$ cat config.mk
export PLATFORM = sky130hd
export DESIGN_NAME = qubo_problem_loader
export DESIGN_NICKNAME = d
export VERILOG_FILES = /design/src/rtl/qubo_problem_loader.sv
export SDC_FILE = /design/constraint.sdc
export NUM_CORES = 1
export LEC_CHECK = 0
export BUFFER_PORTS_ARGS = -buffer_cell sky130_fd_sc_hd__buf_2
export CORE_AREA = 2 2 75 77
export DETAILED_ROUTE_END_ITERATION = 8
export DIE_AREA = 0 0 77 79
export PLACE_DENSITY = 0.59
export SYNTH_ARGS = -nofsm -noshare
export SYNTH_HDL_FRONTEND = slang
export SYNTH_SLANG_ARGS = --single-unit
$ cat constraint.sdc
create_clock -name clk -period 1.94 [get_ports clk]
set_input_delay 0.388 -clock clk [delete_from_list [all_inputs] [get_ports clk]]
set_output_delay 0.388 -clock clk [all_outputs]
set_load 0.05 [all_outputs]
$ cat src/rtl/qubo_problem_loader.sv
// qubo_problem_loader: decodes a byte-wide command stream into writes to the
// QUBO coupling memory and a start pulse for the solver.
//   clk, rst_n         clock / async active-low reset
//   in_data, in_valid  command/data byte stream (in_ready = byte accepted)
//   solver_idle        downstream solver is idle
//   wr_en/addr/data    coupling-memory write port (registered)
//   start              solver start pulse, raised in WAIT_IDLE when the solver is idle
//   write_count        saturating count of weight writes (CLEAR not counted)
module qubo_problem_loader #(
  parameter int unsigned N_LOG2 = 2
) (
  input  logic                  clk,
  input  logic                  rst_n,
  input  logic [7:0]            in_data,
  input  logic                  in_valid,
  output logic                  in_ready,
  input  logic                  solver_idle,
  output logic                  wr_en,
  output logic [2*N_LOG2-1:0]   wr_addr,
  output logic [7:0]            wr_data,
  output logic                  start,
  output logic [7:0]            write_count
);

  localparam int unsigned AW = 2 * N_LOG2;

  localparam logic [1:0] OP_NOP   = 2'b00;
  localparam logic [1:0] OP_WRITE = 2'b01;
  localparam logic [1:0] OP_CLEAR = 2'b10;
  localparam logic [1:0] OP_START = 2'b11;

  typedef enum logic [2:0] {
    IDLE,
    GET_WEIGHT,
    WRITE_A,
    WRITE_B,
    CLEAR,
    WAIT_IDLE
  } state_t;

  state_t            state_q, state_d;
  logic [AW-1:0]     addr_q, addr_d;
  logic              sym_q, sym_d;
  logic              wr_en_d;
  logic [AW-1:0]     wr_addr_d;
  logic [7:0]        wr_data_d;
  logic              in_ready_d;
  logic [7:0]        count_d;
  logic [7:0]        count_inc;
  logic              accept;
  logic [N_LOG2-1:0] row, col;
  logic              unused_in_bits;

  assign accept    = in_valid && in_ready;
  assign row       = addr_q[AW-1:N_LOG2];
  assign col       = addr_q[N_LOG2-1:0];
  assign count_inc = (write_count == 8'hFF) ? write_count : write_count + 8'd1;
  // Bit 5 and high address bits of a WRITE opcode carry no meaning.
  assign unused_in_bits = ^in_data;

  // start is decoded from the state register so it can fire in the same
  // cycle solver_idle is seen; it can never coincide with wr_en.
  assign start = (state_q == WAIT_IDLE) && solver_idle;

  // State and registered-output update.
  always_ff @(posedge clk or negedge rst_n) begin
    if (!rst_n) begin
      state_q     <= IDLE;
      addr_q      <= '0;
      sym_q       <= 1'b0;
      wr_en       <= 1'b0;
      wr_addr     <= '0;
      wr_data     <= '0;
      in_ready    <= 1'b1;
      write_count <= '0;
    end else begin
      state_q     <= state_d;
      addr_q      <= addr_d;
      sym_q       <= sym_d;
      wr_en       <= wr_en_d;
      wr_addr     <= wr_addr_d;
      wr_data     <= wr_data_d;
      in_ready    <= in_ready_d;
      write_count <= count_d;
    end
  end

  // Next-state and next-output decode; outputs are computed for the state
  // being entered so they line up with it after the edge.
  always_comb begin
    state_d   = state_q;
    addr_d    = addr_q;
    sym_d     = sym_q;
    wr_en_d   = 1'b0;
    wr_addr_d = wr_addr;
    wr_data_d = wr_data;
    count_d   = write_count;

    unique case (state_q)
      IDLE: begin
        if (accept) begin
          unique case (in_data[7:6])
            OP_NOP: ;
            OP_WRITE: begin
              addr_d  = in_data[AW-1:0];
              sym_d   = in_data[4];
              state_d = GET_WEIGHT;
            end
            OP_CLEAR: begin
              state_d   = CLEAR;
              wr_en_d   = 1'b1;
              wr_addr_d = '0;
              wr_data_d = '0;
              count_d   = '0;
            end
            OP_START: state_d = WAIT_IDLE;
            default: ;
          endcase
        end
      end
      GET_WEIGHT: begin
        if (accept) begin
          state_d   = WRITE_A;
          wr_en_d   = 1'b1;
          wr_addr_d = addr_q;
          wr_data_d = in_data;
          count_d   = count_inc;
        end
      end
      WRITE_A: begin
        // Mirror write only for off-diagonal symmetric entries.
        if (sym_q && (row != col)) begin
          state_d   = WRITE_B;
          wr_en_d   = 1'b1;
          wr_addr_d = {col, row};
          count_d   = count_inc;
        end else begin
          state_d = IDLE;
        end
      end
      WRITE_B: state_d = IDLE;
      CLEAR: begin
        // wr_addr doubles as the sweep counter.
        if (wr_addr == {AW{1'b1}}) begin
          state_d = IDLE;
        end else begin
          wr_en_d   = 1'b1;
          wr_addr_d = wr_addr + AW'(1);
          wr_data_d = '0;
        end
      end
      WAIT_IDLE: begin
        if (solver_idle) state_d = IDLE;
      end
      default: state_d = IDLE;
    endcase

    in_ready_d = (state_d == IDLE) || (state_d == GET_WEIGHT);
  end

endmodule

**Word level (Yosys, flattened, before mapping)**

Cells that the tools add are included.

- Flip-flop bits (word level): 30
- Input bits: 12
- Output and inout bits: 23
- Word-level logic and storage cells: 67

- $add $sub $neg: 2
- Equality and inequality tests: 16
- Multiplexer cells: 28
- Reductions and logical operators: 13

Operator list:

| cell | count |
|---|---|
| $mux W8 | 7 |
| $pmux W8 S3 | 2 |
| $mux W4 | 5 |
| $pmux W4 S4 | 1 |
| $pmux W3 S5 | 1 |
| $mux W3 | 4 |
| $reduce_and A5 Y1 | 2 |
| $pmux W3 S3 | 1 |
| $add A8 B1 Y8 const B | 1 |
| $eq A8 B8 Y1 const B | 1 |
| $ne A2 B2 Y1 const B | 4 |
| $eq A3 B1 Y1 const B | 2 |
| $eq A3 B3 Y1 const B | 2 |
| $logic_not A3 Y1 | 2 |
| $reduce_and A6 Y1 | 1 |
| $reduce_bool A3 Y1 | 2 |
| $mux W1 | 5 |
| $add A4 B1 Y4 const B | 1 |
| $eq A2 B2 Y1 const B | 2 |
| $eq A4 B4 Y1 const B | 1 |
| $pmux W1 S4 | 1 |
| $reduce_bool A4 Y1 | 1 |
| $eq A3 B2 Y1 const B | 1 |
| $logic_and A1 B1 Y1 | 3 |
| other kinds (6) | 6 |

**Longest topological paths before layout**

Gate-level depths: netlist of the first run.

- Depth after elaboration: 6
- Mapped depth: 6
- Depth with buffers taken out: 5

**Worst setup path before layout of the first run**

Ideal clock, no wire load.

- Path type: reg2reg
- Start point: register write_count[0]
- End point: register write_count[0]
- Library setup time: 0.125 ns
- Arrival: 1.932 ns
- Required time: 1.815 ns
- Slack: -0.117 ns
- Cell stages (with the launch flop): 6
- Path buffers: 0
- Period minus slack after synthesis: 2.057 ns
- Cells stage by stage: dfrtp_1 > ha_1 > nand3_1 > o31ai_1 > a221oi_4 > mux2_4

- Cells in the longest elaborated chain, start to end: 4
- Elaborated cells on any way between the ends: 6
- Classes of those cells: add/sub: 1; eq/ne: 1; mux: 4

RTL lines:

| what | line | text |
|---|---|---|
| from (decl) | 22 | `output logic [7:0] write_count` |
| from (signal assigned) | 84 | `write_count <= count_d;` |
| $add A8 B1 Y8 / $eq A8 B8 Y1 (equally long branches) | 57 | `assign count_inc = (write_count == 8'hFF) ? write_count : write_count + 8'd1;` |
| $mux W8 (*) | 57 |  |
| $mux W8 (on tied branches) | 132, 122 |  |
| $pmux W8 S3 (*) | 99 | `unique case (state_q)` |

Mark *: on every way between the ends. The rest lies on a longest branch, timed or not. The select of a mux whose other input is x is not followed.
A chain may end at the register's enable or synchronous reset.

**Worst setup path in the final report of the first run**

Same ends and word-level chain as after synthesis.

==> run metrics, run 1 <==
WS Path Type=reg2reg; Post-Synthesis Cells=around 180; cell taking the most area after synthesis=dfrtp_1; flops & latches, synth=30; FFs w/ async S/R, synth=100%; IO Port Bufs=34; register share of total power=between 20% and 30%; Syn Area/Cell=between 9 and 10 um2; crit-path max FO=6; Starting Density=33.9%; Final Hold Viols=0; top cell type's share of synthesized area=around two fifths; largest net degree at the start of global routing=31; CTS tree=done; GPL Wtd Cong=around 0.83; initial antenna violation count=0; final WL=around 4400 um; CTS Buf Count=5; Congestion Overflow GR=0; Setup WS pre-CTS=between 100 and 150 ps; period utilization=about 94%; post-route total power=~4.1 mW; Bufs on Longest Clock Path=2; Setup WS post-layout=~110 ps; Final Critical Period=between 1500 and 2000 ps; Netlist Area Pre-Place=between 1500 and 2000 um2; register area share after synthesis=roughly two fifths; Chip Height=about 79 um; die area=a little over 6000 um2; top post-synthesis cells by count=dfrtp_1 (29), nand2_1 (18), inv_1 (16); htree depth=2; crit path DAT=~2000 ps; Yosys warning total=0; Crit. End Element=flop; Power Dens Cells=around 1800 nW/um2; GRT Total Usage=around 15%; Sum Neg Setup Slack=0 ps; # IOs=35; ANT cells=0; fmax=roughly 0.55 GHz; Clock Pin Slew Worst Setup and Hold Paths=roughly 70 ps; DR pass1 iterations=4; vias in the first global route=1478; synth top area cells=dfrtp_1 (40%), mux2i_1 (5.5%), nand2_1 (3.7%); clock sinks=30; clock latency on the worst-skew pair=around 280 ps; Yosys cell types=between 50 and 60; Worst slew margin=55.0%; switching share of power=~48%; CTS Root Cell=clkbuf_8; Post-synth EDFFs=0; Lkg Pwr=between 1 and 1.5 nW; Final Max Tran Viols=0; routed vias=about 1.6k; Starting DRT DRC Count=61; drt wl/cell=about 15 um; ANT nets after route=0; RSZ-0062 raised after global routing=no; Switch Pwr=about 2 mW; measured slew at the worst slew-check pin=a little under 700 ps; drt drc=0; most frequent cell after synthesis=dfrtp_1; Internal=2.14 mW; Rows=27; Top FF cell, synth=dfrtp_1; maximum vdd drop=0.684 mV; postcts setup bufs=0; Clk pwr share=19.5%; CP startpoint kind=flop; Comb pwr share=50.9%; dpl hpwl=3260 um; DIE WIDTH=about 77 um; Hold Path Class=in2async; fraction of layout instances using a drive strength above 1=between 30% and 40%; status=finished, final reports clean; global-route wire length before repair=between 7000 and 8000 um; Core Box Area=5340 um2; post-synthesis net count=between 150 and 200; vias per cell=5.24; Max-Cap Viols=0; Final nets=241; number of hold buffers added after cts=0; clock skew=around 5.2 ps; area grow syn2layout=25.5%; Req. time, crit path=approximately 2100 ps; count of final setup violators=0
==> metal layers <==
metal | track usage [%] | up-vias | routed length, um
li1 | - | 754 | -
met1 | 19.0 | 768 | 2000
met2 | 25.7 | 40 | 2160
met3 | 4.09 | 10 | 181
met4 | 5.18 | 0 | 80
met5 | 0 | - | 0
==> flip-flops by register name, indices dropped and copies added, names as in the netlist <==
name         cells
wr_addr          4
wr_en            1
write_count      8
in_ready         1
wr_data          8
sym_q            1
addr_q           4
state_q          3
==> logic make-up after synthesis <==
logic type               Yosys count  synth area share [%]
AND/OR/NAND/NOR                   57                  17.2
buffers and inverters             24                  5.39
multiplexers                      18                  10.7
flip-flops                        30                  41.6
AO/OA/AOI/OAI                     47                  21.2
adder cells (fa/ha/maj)            4                  2.49
XOR/XNOR                           2                  1.38
==> critical path, stage by stage (launching register included) <==
cell and delay [ps]:
dfrtp_2 440, ha_1 250, nand3_1 190, o21ai_1 140
a221oi_4 360, mux2_4 330
==> area by class of cell <==
cell class	instances	area, um2
repair buffers	45	253
clock buffers	6	82.6
inverters	17	63.8
fillers	568	3070
well taps	72	90.1
multi-input cells	128	965
flip-flops and latches	30	757
clock inverters	2	60.1
==> stage by stage <==
step	std cells	area (um2)	util [%]	hold WS (ps)
finish	300	2270	42.5	130
global route	300	2270	42.5	202
CTS	300	2270	42.5	167
detailed placement	292	2120	39.8	482
global placement	292	2120	39.8	473
floorplan	182	1810	-	92.4
==> cell usage in the layout (no fill, tap or decap), types with 3 or more instances in the layout <==
cell,n
a211oi_1,3
a21oi_1,4
a22oi_1,4
a2bb2oi_1,3
and3b_1,3
buf_2,34
buf_4,11
clkbuf_8,6
dfrtp_1,25
dfrtp_2,4
inv_1,16
mux2_2,5
mux2i_1,10
nand2_1,18
nand3_1,6
nor2_1,7
nor3b_1,4
o21ai_0,7
o22ai_1,3
==> worst paths after layout <==
check / start / end / slack, ps / cells after the start
worst max register to register: write_count[0] / write_count[0] / 110 / 5
min in group clk: in_data[5] / wr_data[5] / 330 / 3
max in group asynchronous: rst_n / state_q[0] / 1320 / 1
worst min register to register: wr_data[7] / wr_data[7] / 520 / 2
worst min-delay path: rst_n / write_count[5] / 130 / 1
worst max-delay path: write_count[0] / write_count[0] / 110 / 5
==> timing repair <==
| action | 4_1_cts | 5_1_grt |
|---|---|---|
| pin swaps | 0 | 0 |
| gates resized for setup | 1 | 2 |
| setup endpoints to repair | 1 | 1 |
| gates cloned | 0 | 0 |
==> power groups by stage <==
stage | sequential [mW] | clock [mW] | combinational, mW
after floorplan | 1.79 | 0 | 0.958
after global placement | 1.22 | 0 | 2.06
after detailed placement | 1.22 | 0 | 2.09
after CTS | 1.21 | 0.826 | 2.10
after global routing | 1.26 | 0.858 | 2.24
final | 1.21 | 0.799 | 2.08
Power figures use the tool's default switching activity.
==> run 2: changes to the inputs <==
Settings changed: CORE_AREA 2 2 75 77 to 2 2 79 74, CTS_CLUSTER_DIAMETER set to 60, DIE_AREA 0 0 77 79 to 0 0 81 76, RECOVER_POWER set to 25.
==> run 2 against run 1 <==
Critical path depth decreased by 2; clock-buffer cell count grew 1; wire length is 3.2% lower; sequential power is essentially flat; register-to-register slack barely moved; non-clock buffer count shrank 3; clock power is 35% lower; power fell by 6.8%; sequential share of layout area rose by 0.93 points; cell count down 1.7%; core utilization shrank 1.7 points; via count decreased by 1.8%; highest routed layer unchanged.
==> run metrics, run 2 (synthesis gave the netlist of run 1 again) <==
period utilization=roughly 95%; Final Max Tran Viols=0; postcts setup bufs=0; crit-path max FO=11; Lkg Pwr=approximately 1.0 nW; die area=around 6200 um2; WS Path Type=reg2out; Chip Height=~76 um; Sum Neg Setup Slack=0 ps; fraction of layout instances using a drive strength above 1=around 31%; status=finished, final reports clean; CTS resizes=1; final WL=between 4000 and 5000 um; fmax=roughly 0.54 GHz; initial antenna violation count=0; Crit. End Element=output port; Final Critical Period=approximately 1800 ps; most common cell after layout, fill and taps aside=buf_2; Clock Pin Slew Worst Setup and Hold Paths=~70 ps; Critical Path Sink=start; CTS Root Cell=clkbuf_8; clock sinks=30; most frequent cells in the layout=buf_2 (34), dfrtp_1 (26), nand2_1 (18); met1 WL=between 2000 and 2500 um; htree depth=2; Req. time, crit path=~1600 ps; start point of the critical path=state_q[1]; routed wire length on met3=214 um; clock latency on the worst-skew pair=280 ps; # IOs=35; DIE WIDTH=around 81 um; Max-Cap Viols=0; WHS=125 ps; GPL Wtd Cong=0.836; Starting DRT DRC Count=67; CP startpoint kind=flop; Power Dens Cells=approximately 1700 nW/um2; Core Box Area=between 5000 and 6000 um2; GRT Total Usage=between 10% and 20%; vias in the first global route=roughly 1.5k; ANT nets after route=0; RR Endpoint=write_count[0]; IO Port Bufs=34; measured slew at the worst slew-check pin=a little under 700 ps; RSZ-0062 raised after global routing=no; Congestion Overflow GR=0; largest net degree at the start of global routing=31; count of final setup violators=0; post-route total power=3.81 mW; ANT cells=0; drt wl/cell=about 15 um; drt drc=0; DR WL met2=1930 um; dpl hpwl=3180 um; crit path DAT=1460 ps; global-route wire length before repair=around 7400 um; vias per cell=approximately 5.2; Worst R2R Path Depth=5; maximum vdd drop=roughly 0.74 mV; CTS Buf Count=5; Bufs on Longest Clock Path=2; routed vias=approximately 1.5k; post-layout util=40.8%; Worst slew margin=54.6%; CTS tree=done; number of hold buffers added after cts=0; reg-to-reg setup timing slack=about 100 ps; Final nets=between 200 and 250; clock skew=roughly 7.8 ps; Top Registers=wr_data: 8 flops, write_count: 8 flops; Hold Path Class=in2async; Final Hold Viols=0; uppermost layer routed=met4; Starting Density=between 30% and 40%; DR pass1 iterations=4; Rows=26; area grow syn2layout=21.9%; Reg-to-Reg Start=write_count[0]
## run 2: changes by cell type in the layout (fill, tap and decap cells not counted), sizes merged
cell	delta
clkbuf	+1
clkinv	+1
buf	-3
bufinv	-2
## run 2: how the worst min path moves through the flow
stage / from / to / slack [ps] / cells after the start
after floorplan: rst_n / addr_q[0] / 90 / 0
after global placement: rst_n / write_count[4] / 480 / 1
after detailed placement: rst_n / write_count[7] / 480 / 1
after CTS: rst_n / write_count[7] / 170 / 1
after global routing: rst_n / wr_en / 200 / 1
final: rst_n / wr_addr[1] / 120 / 1
## run 2: layout make-up
cell class | instances | area (um2)
Clock buffer | 7 | 86.3
Sequential cell | 30 | 756
Timing Repair Buffer | 42 | 243
Fill cell | 569 | 3190
Inverter | 17 | 63.8
Multi-Input combinational cell | 128 | 965
Tap cell | 70 | 87.6
Clock inverter | 1 | 5.00
## run 2: routing by layer
layer	global-route usage [%]	vias to the layer above
met3	4.27	9
met5	0	-
met4	4.92	0
met2	22.6	39
met1	21.7	747
li1	-	748
## run 2: per-stage QoR
step / std cells / cell area, um2 / setup slack, ps
6_report: 295 / 2210 / 92.5
3_5_place_dp: 287 / 2110 / 124
2_1_floorplan: 182 / 1810 / 53.4
4_1_cts: 295 / 2200 / 30.3
5_1_grt: 295 / 2210 / 1.31
3_3_place_gp: 287 / 2110 / 170
## run 2: critical path, cell delays in order, from the launching register on
cell,delay [ps]
dfrtp_1,500
nand2b_2,300
nor2_2,120
buf_2,260
## run 2: where the power goes
group          internal, mW  leakage, nW  total [mW]  switching (mW)
clock                 0.286       0.0482       0.523           0.237
combinational         0.701        0.578        2.05            1.35
sequential            0.898        0.387        1.24           0.337
total                  1.89         1.01        3.81            1.93
==> run 3: changes to the inputs <==
Settings changed: CORE_AREA 2 2 79 74 to 2 2 64 66, CTS_BUF_LIST set to sky130_fd_sc_hd__clkbuf_4, DIE_AREA 0 0 81 76 to 0 0 66 68, PLACE_DENSITY 0.59 to 0.76.
==> run 3 against run 2 <==
The run now ends with max-capacitance violations, max-slew violations left; worst hold slack improved by 150 ps; combinational power fell by 3%; clock power fell by 30%; critical endpoint unchanged; cell area fell by 3.6%; clock skew fell by 4.4 ps; cell count fell by 7.1%; largest cell class unchanged; critical path depth did not move.
==> run metrics, run 3 (synthesis gave the netlist of run 1 again) <==
Starting DRT DRC Count=86; Final Critical Period=between 1500 and 2000 ps; failing checks=max-capacitance violations, max-slew violations; drt wl/cell=around 15 um; crit path DAT=1480 ps; maximum vdd drop=roughly 0.85 mV; Max-Cap Viols=1; postcts setup bufs=0; most frequent cells in the layout=buf_2 (32), dfrtp_1 (25), nand2_1 (18); fraction of layout instances using a drive strength above 1=a little under a third; Starting Density=between 40% and 50%; vias per cell=approximately 5.6; slowest CP cell=dfrtp_2; post-layout util=a little under three fifths; multi-input logic area=a little under 1000 um2; Sum Neg Setup Slack=0 ps; Lkg Pwr=about 0.98 nW; Hold Path Class=in2reg; GRT Total Usage=between 10% and 20%; ANT cells=0; Fillers=between 300 and 400; CP Depth=3; crit-path max FO=12; Register Area=757 um2; routed vias=between 1.5k and 2k; CP startpoint kind=flop; DR pass1 iterations=4; measured slew at the worst slew-check pin=1590 ps; Final Hold Viols=0; final cell count without fillers=approximately 270; vias in the first global route=~1.4k; # IOs=35; Setup WS pre-CTS=approximately 110 ps; GPL Wtd Cong=around 0.83; count of final setup violators=0; Req. time, crit path=approximately 1600 ps; Critical Path Sink=start; fmax=between 0.5 and 0.6 GHz; start point of the critical path=state_q[1]; WS Path Type=reg2out; most common cell after layout, fill and taps aside=buf_2; CP delay by family, top=flip-flops; dpl hpwl=between 2000 and 3000 um; die area=4490 um2; global-route wire length before repair=about 6500 um; Reg-to-Reg Start=write_count[0]; status=complete, but fails checks; area grow syn2layout=17.5%; Congestion Overflow GR=0; htree depth=2; worst path cell trace=nand2b_2 -> nor2_2 -> buf_4; RSZ-0062 raised after global routing=no; Bufs on Longest Clock Path=2; Chip Height=a little under 70 um; period utilization=a little over nine tenths; IO Port Bufs=34; Top Registers=wr_data: 8 flops, write_count: 8 flops; Worst R2R Path Depth=5; CTS Root Cell=clkbuf_4; reg-to-reg setup timing slack=110 ps; Core Box Area=3860 um2; Rows=23; clock skew=~3.3 ps; Final Max Tran Viols=31; RR Endpoint=write_count[0]; clock latency on the worst-skew pair=between 300 and 400 ps; hold path start=in_data[5]; Inst Count DP=266; Worst slew margin=-6.29%; count of buffer and inverter cells on the critical path=1; Final nets=around 240; CTS Buf Count=5; Power Dens Cells=1680 nW/um2; largest net degree at the start of global routing=31; Setup WS post-layout=around 74 ps; initial antenna violation count=0; ANT nets after route=0; final WL=4050 um; clock sinks=30; DIE WIDTH=about 66 um; Crit. End Element=output port; CTS tree=done; Worst path max stage delay=approximately 500 ps; Clock Pin Slew Worst Setup and Hold Paths=~100 ps; drt drc=0
## run 3: changes by cell type in the layout (fill, tap and decap cells not counted), sizes merged
cell	previous run	this run
clkinvlp	0	1
clkinv	1	2
buf	42	40
clkbuf	7	6
## run 3: worst min path at each step
stage / cells past startpoint / slack (ps) / end
6_report: 3 / 280 / wr_data[5]
5_1_grt: 3 / 280 / wr_data[5]
4_1_cts: 1 / 90 / wr_addr[2]
3_5_place_dp: 1 / 460 / write_count[2]
3_3_place_gp: 1 / 460 / write_count[2]
2_1_floorplan: 0 / 90 / addr_q[0]
## run 3: tightest hold or removal path: stages
cell and delay [ps]:
buf_2 90, nand2_1 40, mux2i_1 50
## run 3: report_power, final
| group | internal (mW) | switching, mW |
|---|---|---|
| clock | 0.134 | 0.233 |
| sequential | 0.897 | 0.324 |
| combinational | 0.654 | 1.34 |
| total | 1.69 | 1.90 |
## run 3: stage by stage
step           cell area (um2)  total power [mW]  hold slack [ps]
3_5_place_dp              2070              3.22              463
3_3_place_gp              2070              3.19              463
5_1_grt                   2130              3.82              277
4_1_cts                   2130              3.61             91.5
2_1_floorplan             1810              2.75             92.4
6_report                  2130              3.58              276
## run 3: layout make-up
cell class	count	area share, %
multi-input combinational	128	45.4
clock buffer	5	1.77
timing repair buffer	41	10.5
inverter	17	3.00
clock inverter	3	0.765
sequential	30	35.6
tap	50	2.94
## run 3: timing repair
action | in CTS | in global routing
gates cloned | 0 | 0
hold buffers | 0 | 0
gates resized for setup | 3 | 1
setup endpoints to repair | 1 | 1
## run 3: routing by layer
metal / vias to the layer above / GRT usage, % / share of wire (%)
met3: 3 / 3.95 / 5.2
met5: - / 0 / 0
met2: 42 / 32.7 / 51
li1: 747 / - / -
met1: 732 / 25.0 / 42
met4: 0 / 7.14 / 0.89
